## src/rtl/board_mem_arbiter.sv

```systemverilog
// board_mem_arbiter
// Shares the single 100-cell Othello board RAM between the board initializer,
// the game logic (move check / flip engine) and the display scanner. One
// access is granted per cycle; reads are tracked through the RAM latency and
// their data is returned to the requester that issued them.
//
// Handshake (all three requesters): a requester raises req with addr/wdata/
// wren and holds them stable until it sees its gnt high in the same cycle.
// The access is performed in that gnt cycle. gnt is never high without req.
// Read data comes back RD_LATENCY cycles after the gnt cycle as a one-cycle
// rvalid pulse; rdata keeps its last returned value between pulses.
module board_mem_arbiter #(
   parameter int RD_LATENCY   = 1,
   parameter int STARVE_LIMIT = 8,
   parameter int BOARD_CELLS  = 100
) (
   input  logic       clock,
   input  logic       reset,

   input  logic       init_req,
   input  logic [6:0] init_addr,
   input  logic [1:0] init_wdata,
   input  logic       init_wren,
   output logic       init_gnt,

   input  logic       logic_req,
   input  logic       logic_lock,
   input  logic [6:0] logic_addr,
   input  logic [1:0] logic_wdata,
   input  logic       logic_wren,
   output logic       logic_gnt,
   output logic [1:0] logic_rdata,
   output logic       logic_rvalid,

   input  logic       disp_req,
   input  logic [6:0] disp_addr,
   output logic       disp_gnt,
   output logic [1:0] disp_rdata,
   output logic       disp_rvalid,

   output logic [6:0] mem_addr,
   output logic [1:0] mem_wdata,
   output logic       mem_wren,
   input  logic [1:0] mem_rdata,

   output logic [1:0] owner
);

   // Owner encoding doubles as the grant state visible on the owner port.
   typedef enum logic [1:0] {
      OWN_NONE  = 2'b00,
      OWN_INIT  = 2'b01,
      OWN_LOGIC = 2'b10,
      OWN_DISP  = 2'b11
   } owner_e;

   // One entry per read in flight; only logic/display reads are marked valid.
   typedef struct packed {
      logic   vld;
      owner_e own;
      logic   oor;
   } rd_tag_t;

   localparam int CNT_W = $clog2(STARVE_LIMIT + 1);
   localparam logic [CNT_W-1:0] STARVE_MAX = CNT_W'(STARVE_LIMIT);
   localparam logic [1:0] BORDER_CELL = 2'b11;

   owner_e           gnt_own;
   logic [6:0]       sel_addr;
   logic [1:0]       sel_wdata;
   logic             sel_wren;
   logic             sel_oor;

   logic             lock_q, lock_d;
   logic [CNT_W-1:0] starve_q, starve_d;
   logic [6:0]       addr_q;

   rd_tag_t          tag_in;
   rd_tag_t          tag_q [RD_LATENCY];
   rd_tag_t          tag_out;
   logic [1:0]       ret_data;
   logic [1:0]       logic_rdata_q;
   logic [1:0]       disp_rdata_q;

   // Fixed-priority grant: init, locked logic, starved display, logic, display.
   // Nothing is granted while reset is asserted.
   always_comb begin
      gnt_own = OWN_NONE;
      if (reset) begin
         if (init_req)
            gnt_own = OWN_INIT;
         else if (lock_q && logic_req)
            gnt_own = OWN_LOGIC;
         else if ((starve_q == STARVE_MAX) && disp_req)
            gnt_own = OWN_DISP;
         else if (logic_req)
            gnt_own = OWN_LOGIC;
         else if (disp_req)
            gnt_own = OWN_DISP;
      end
   end

   // Select the granted requester's address/data; display never writes.
   always_comb begin
      sel_addr  = '0;
      sel_wdata = '0;
      sel_wren  = 1'b0;
      case (gnt_own)
         OWN_INIT: begin
            sel_addr  = init_addr;
            sel_wdata = init_wdata;
            sel_wren  = init_wren;
         end
         OWN_LOGIC: begin
            sel_addr  = logic_addr;
            sel_wdata = logic_wdata;
            sel_wren  = logic_wren;
         end
         OWN_DISP: begin
            sel_addr  = disp_addr;
         end
         default: ;
      endcase
   end

   assign sel_oor = (gnt_own != OWN_NONE) &&
                    ({25'd0, sel_addr} >= 32'(BOARD_CELLS));

   // Drive the RAM port; out-of-range accesses are parked at cell 0 with
   // writes suppressed, and the address holds its last value when idle.
   always_comb begin
      mem_addr  = addr_q;
      mem_wdata = '0;
      mem_wren  = 1'b0;
      if (gnt_own != OWN_NONE) begin
         mem_addr  = sel_oor ? 7'd0 : sel_addr;
         mem_wdata = sel_wdata;
         mem_wren  = sel_wren && !sel_oor;
      end
   end

   assign init_gnt  = (gnt_own == OWN_INIT);
   assign logic_gnt = (gnt_own == OWN_LOGIC);
   assign disp_gnt  = (gnt_own == OWN_DISP);
   assign owner     = gnt_own;

   // Next lock flag and starvation count from this cycle's requests/grants.
   always_comb begin
      lock_d   = lock_q;
      starve_d = starve_q;

      if (gnt_own == OWN_INIT)
         lock_d = 1'b0;
      else if (gnt_own == OWN_LOGIC)
         lock_d = logic_lock;
      else if (!logic_req)
         lock_d = 1'b0;

      if (disp_gnt || !disp_req)
         starve_d = '0;
      else if (init_req)
         starve_d = starve_q;
      else if (starve_q != STARVE_MAX)
         starve_d = starve_q + CNT_W'(1);
   end

   // Tag for a read issued this cycle; init reads are not returned.
   always_comb begin
      tag_in     = '0;
      tag_in.vld = ((gnt_own == OWN_LOGIC) || (gnt_own == OWN_DISP)) && !sel_wren;
      tag_in.own = gnt_own;
      tag_in.oor = sel_oor;
   end

   // Arbitration state and the idle-hold copy of the RAM address.
   always_ff @(posedge clock) begin
      if (!reset) begin
         lock_q   <= 1'b0;
         starve_q <= '0;
         addr_q   <= '0;
      end else begin
         lock_q   <= lock_d;
         starve_q <= starve_d;
         addr_q   <= mem_addr;
      end
   end

   // Read-tag shift pipeline matching the RAM read latency; reset drops
   // anything in flight.
   always_ff @(posedge clock) begin
      if (!reset) begin
         for (int i = 0; i < RD_LATENCY; i++)
            tag_q[i] <= '0;
      end else begin
         tag_q[0] <= tag_in;
         for (int i = 1; i < RD_LATENCY; i++)
            tag_q[i] <= tag_q[i-1];
      end
   end

   assign tag_out  = tag_q[RD_LATENCY-1];
   assign ret_data = tag_out.oor ? BORDER_CELL : mem_rdata;

   assign logic_rvalid = reset && tag_out.vld && (tag_out.own == OWN_LOGIC);
   assign disp_rvalid  = reset && tag_out.vld && (tag_out.own == OWN_DISP);

   // Returned data is live on the pulse, then held from the capture register.
   assign logic_rdata = logic_rvalid ? ret_data : logic_rdata_q;
   assign disp_rdata  = disp_rvalid  ? ret_data : disp_rdata_q;

   // Capture returned data so rdata holds between pulses.
   always_ff @(posedge clock) begin
      if (!reset) begin
         logic_rdata_q <= '0;
         disp_rdata_q  <= '0;
      end else begin
         if (logic_rvalid)
            logic_rdata_q <= ret_data;
         if (disp_rvalid)
            disp_rdata_q <= ret_data;
      end
   end

endmodule

```

## config.mk

```make
export PLATFORM = sky130hd
export DESIGN_NAME = board_mem_arbiter
export DESIGN_NICKNAME = d
export VERILOG_FILES = /design/src/rtl/board_mem_arbiter.sv
export SDC_FILE = /design/constraint.sdc
export NUM_CORES = 1
export LEC_CHECK = 0
export CORE_ASPECT_RATIO = 0.5
export CORE_MARGIN = 4
export CORE_UTILIZATION = 40
export DETAILED_ROUTE_END_ITERATION = 16
export PLACE_DENSITY = 0.77
export SLEW_MARGIN = 20
export SYNTH_ARGS = -nofsm -noshare
export SYNTH_HDL_FRONTEND = slang
export SYNTH_SLANG_ARGS = --single-unit
```

## constraint.sdc

```tcl
create_clock -name clock -period 7.3 [get_ports clock]
set_clock_uncertainty 0.15 [all_clocks]
set_input_delay 1.46 -clock clock [delete_from_list [all_inputs] [get_ports clock]]
set_output_delay 1.46 -clock clock [all_outputs]
set_load 0.01 [all_outputs]
```

Word-level counts from Yosys, hierarchy flattened
Memories as Yosys holds them, arrays and structs flattened.
Index checks and enable logic that the tools add are counted.
Operators by class
  $add $sub $neg: 1
  $mul: 0
  divide/modulo/power cells: 0
  order comparisons: 1
  equality and inequality tests: 8
  shift-type cells: 0
  mux-type cells: 22
  bitwise logic cells: 2
  reduce and logical (&&, ||, !) cells: 18
Operators by type and width (number)
  one-hot mux 7 bit (3 select lines): 1
  two-way mux 2 bit: 10
  two-way mux 7 bit: 2
  equality test 2 bit, second input constant: 4
  logical AND 1 bit: 8
  >= comparator 7 bit, second input constant: 1
  two-way mux 1 bit: 6
  adder 4 x 1 -> 4 bit, second input constant: 1
  equality test 4 bit, second input constant: 1
  two-way mux 4 bit: 1
  inequality test 4 bit, second input constant: 1
  one-hot mux 2 bit (2 select lines): 1
  OR reduction 2 bit: 2
  OR reduction 4 bit: 1
  zero test 1 bit: 3
  equality test 2 x 1 -> 1 bit, second input constant: 1
  logical OR 1 bit: 2
  inequality test 2 x 1 -> 1 bit, second input constant: 1
  NOT 1 bit: 2
  one-hot mux 1 bit (2 select lines): 1
  AND reduction 2 bit: 1
  nonzero test 2 bit: 1
Storage, ports and cells
  register bits: 16
  latch bits: 0
  memory bits (writable): 4
  memory bits (read-only): 0
  input port bits: 35
  output and inout bits: 21
  logic and storage cells: 58
  memories kept: 1
Memories
  tag_q: depth 1, width 4, read ports 1, clocked after memory_dff 0, wr ports 1, RTL line 79  | rd_tag_t tag_q [RD_LATENCY];

Longest topological paths before layout
  depth in word-level cells: 13
  depth in mapped cells: 11
  gate-level depth less buffers: 9

Least setup slack after synthesis
Ideal clock, no wire load.
  path kind: in2out
  start: input port reset
  end: output port mem_addr[0]
  arrival time: 3733 ps
  data required time: 5690 ps
  setup slack: 1957 ps
  stages: 8
  path buffers: 2
  cell sequence: clkbuf_1 o21ai_0 a21o_1 ha_1 buf_6 a222oi_1 a311oi_2 o41ai_1
On the way
  word-level cells in the longest chain between the ends: 7
  elaborated cells on any way between the ends: 10
  classes of those cells: order compare: 1; eq/ne: 3; mux: 4; reduce/logical: 2
Ends and longest elaborated chain
  from (decl): RTL line 18  | input logic reset,
  two-way mux 2 bit *: RTL line 89  | if (reset) begin
  equality test 2 bit *
  via logic_gnt: RTL line 31  | output logic logic_gnt,
  one-hot mux 7 bit (3 select lines) *: RTL line 108  | case (gnt_own)
  >= comparator 7 bit: RTL line 127  | ({25'd0, sel_addr} >= 32'(BOARD_CELLS));
  logical AND 1 bit: RTL line 126  | assign sel_oor = (gnt_own != OWN_NONE) &&
  two-way mux 7 bit *: RTL line 136  | mem_addr = sel_oor ? 7'd0 : sel_addr;
  two-way mux 7 bit *: RTL line 135  | if (gnt_own != OWN_NONE) begin
  to (decl): RTL line 41  | output logic [6:0] mem_addr,
The timed path passes the listed nets; every way through them passes the cells marked *.

Worst setup path after layout
  start: input port logic_req
  end: output port mem_addr[0]
On the way
  word-level cells in the longest chain between the ends: 11
  elaborated cells on any way between the ends: 15
  classes of those cells: order compare: 1; eq/ne: 3; mux: 8; reduce/logical: 3
Ends and longest elaborated chain
  from (decl): RTL line 26  | input logic logic_req,
  two-way mux 2 bit: RTL line 96  | else if (logic_req)
  two-way mux 2 bit: RTL line 94  | else if ((starve_q == STARVE_MAX) && disp_req)
  two-way mux 2 bit *: RTL line 92  | else if (lock_q && logic_req)
  two-way mux 2 bit *: RTL line 90  | if (init_req)
  two-way mux 2 bit *: RTL line 89
  equality test 2 bit / equality test 2 x 1 -> 1 bit (equally long branches): RTL line 108
  one-hot mux 7 bit (3 select lines): RTL line 108
  >= comparator 7 bit: RTL line 127
  logical AND 1 bit: RTL line 126
  two-way mux 7 bit: RTL line 136
  two-way mux 7 bit *: RTL line 135
Mark *: on every way between the ends. The rest lies on a longest branch, timed or not.

==> run metrics <==
crit path launch=logic_req; Post-route DRC=0; Slew headroom=0.6024; Worst path slowest cell=clkdlybuf4s50_1; vias in the first global route=roughly 1200; Routed Wire Length=approximately 3500 um; initial drt markers=slightly above 60; Seq/Total Area, Yosys=0.3216; Setup CP Type=in -> out; most used cell, CP=clkdlybuf4s50_1; Design Power=288.9 uW; GRT Residual Overflow=0; Die Ht=~47 um; count of different cell masters after synthesis=36; Hold Buf Count CTS=0; Power Dens Cells=approximately 150 mW/mm^2; row count=13; Starting Density=0.4476; routed len/inst=15.00 um; CP Max Fanout=15; # setup viols final=0; remaining antenna violation count=0; FF/Latch Area=about 400 um^2; syn_area_per_cell=roughly 8.6 um^2; final hold violation count=0; final setup TNS=0 ns; unrepaired setup endpoints after global routing=false; Crit path arrival time=4.83 ns; setup bufs post-CTS=0; root buffer cell=clkbuf_8; Chip Width=86.90 um; final slew viol count=0; crit path time final=around 6.4 ns; number of buffers added on ports=55; diode count=0; clk slew on worst S/H paths=~0.08 ns; syn nets=187; reg2reg end=tag_q[0][0]; data required time of the worst path=approximately 5.7 ns; die area=between 0.004 and 0.005 mm^2; H-tree Lvls=1; Top delay family on crit path=compound AO/OA/AOI/OAI gates; Layout Area Growth over Synthesis=51.05%; pre-CTS worst setup slack=approximately 0.9 ns; Core ar.=between 0.002 and 0.003 mm^2; Worst R2R Setup Slack=approximately 4.3 ns; largest net degree at the start of global routing=19; worst r2r src=starve_q[0]; HP Class=reg -> reg; Sink Count=20; most frequent cells in the layout=clkdlybuf4s50_1 (55), dfxtp_1 (20), nand2_1 (14), inv_1 (8); worst-skew pair later-pin latency=between 0.2 and 0.3 ns; first-pass GRT wire length=~5600 um; CTS tree=yes; post_cts resized=0; io pins=56; post-synthesis cell count=145; ratio of cells with drive above 1 in the final layout=0.04061; worst setup margin=approximately 0.86 ns; R2R depth=10; Setup crit start kind=primary input; initial antenna violation count=0; HPWL after detailed placement=between 2000 and 3000 um; P_leak=0.7628 nW; Via Count=~1300; status=finished clean; area of the multi-input gates=around 760 um^2; Final Util=0.6761; Placer Congestion=0.7624; Via density=approximately 5.6; first drt pass iteration count=4; Peak Freq=155.4 MHz; Fillers=258; Tot GR Track Use=0.1737; flop and latch count out of synthesis=20; final net count=240; Buffers & Inverters on Critical Path=2; CP cell instances=clkdlybuf4s50_1 -> a21boi_0 -> o21ai_0 -> a21oi_1 -> ha_1 -> a222oi_1 -> a311oi_2 -> o41ai_1 -> clkdlybuf4s50_1; Slowest Stage Delay on Critical Path=~0.61 ns; Critical Path Sink=mem_addr[0]; CTS buffer count=3; peak supply drop=0.1000 mV; max_cap viols=0; Worst Setup End Kind=output pin; most common cell after layout, fill and taps aside=clkdlybuf4s50_1; period utilisation layout=0.8816; WP depth=9; clk buf depth=2; worst hold slack=0.3274 ns; Ys Warns=0; mapped cell area=approximately 0.0012 mm^2; Slew @ Worst Pin=a little under 0.6 ns
## area by class of cell
cell class | instances | share of cell area
Sequential cell | 20 | 0.2129
Tap cell | 37 | 0.02462
Clock inverter | 1 | 0.01597
Multi-Input combinational cell | 107 | 0.4039
Inverter | 8 | 0.01597
Timing Repair Buffer | 58 | 0.3047
Clock buffer | 3 | 0.02196
## tightest hold or removal path, cell delays in order, from the launching register on
cell and delay, ns:
dfxtp_1 0.31, nand2_1 0.07, a21boi_1 0.06
## cells in the mapped netlist
cell type	count	area share
and3b_1	2	0.014
xor2_1	1	0.0070
nand3b_1	2	0.012
a22oi_1	2	0.012
buf_4	2	0.012
nand2_1	14	0.042
clkbuf_1	5	0.015
dfxtp_1	20	0.32
nand3_1	6	0.024
o311a_1	1	0.0080
a311oi_2	1	0.012
or4_1	1	0.0060
ha_1	7	0.070
a21o_1	1	0.0060
o21ai_0	6	0.024
o221ai_1	3	0.021
a31oi_1	2	0.010
a21boi_1	2	0.012
a21boi_0	3	0.018
a22o_1	4	0.028
o21a_1	3	0.018
nor2_1	7	0.021
nand4b_1	2	0.014
nand4_1	1	0.0050
a21oi_1	6	0.024
o31ai_1	4	0.024
nand2b_1	5	0.025
buf_6	1	0.0090
o211a_1	5	0.040
o41ai_1	4	0.028
a211oi_1	1	0.0060
buf_2	2	0.0080
and3_1	1	0.0050
inv_1	8	0.024
a222oi_1	7	0.056
and2_1	3	0.015
## where the power goes
| group | switching [mW] | total (mW) | internal, mW | leakage [nW] |
|---|---|---|---|---|
| Sequential | 0.00125 | 0.113 | 0.112 | 0.162 |
| Combinational | 0.0298 | 0.0645 | 0.0347 | 0.565 |
| Clock | 0.0385 | 0.112 | 0.0732 | 0.0357 |
## metrics by stage
stage                     area (um^2)  std cells
after floorplan                  1245        145
after global placement           1809        230
after detailed placement         1809        230
after CTS                        1881        234
after global routing             1881        234
final                            1881        234
## worst min path at each step
stage	start	end	slack, ns	depth (start not counted)
after floorplan	addr_q[2]	addr_q[2]	0.30	2
after global routing	addr_q[2]	addr_q[2]	0.34	2
after global placement	addr_q[2]	addr_q[2]	0.31	2
after CTS	addr_q[2]	addr_q[2]	0.33	2
after detailed placement	addr_q[2]	addr_q[2]	0.32	2
final	addr_q[2]	addr_q[2]	0.33	2
## registers in the layout, summed over array words and instances (netlist names)
register       count
tag_q              4
addr_q             7
disp_rdata_q       2
starve_q           4
lock_q             1
logic_rdata_q      2
## kinds of logic after synthesis
logic type	share of synthesized area
AND/OR/NAND/NOR	0.1839
buffers and inverters	0.06834
AO/OA/AOI/OAI	0.3487
flip-flops	0.3216
XOR/XNOR	0.007036
adder cells (fa/ha/maj)	0.07035
## per-layer routing
layer  GRT usage  vias to the layer above  wire length, um
met1      0.2186                      612             1608
met4     0.03416                        0                0
met2      0.3077                       29             1751
li1            -                      660                -
met3     0.04983                        0              150
met5           0                        -                0
No activity file was read; power rests on OpenSTA's default activity.
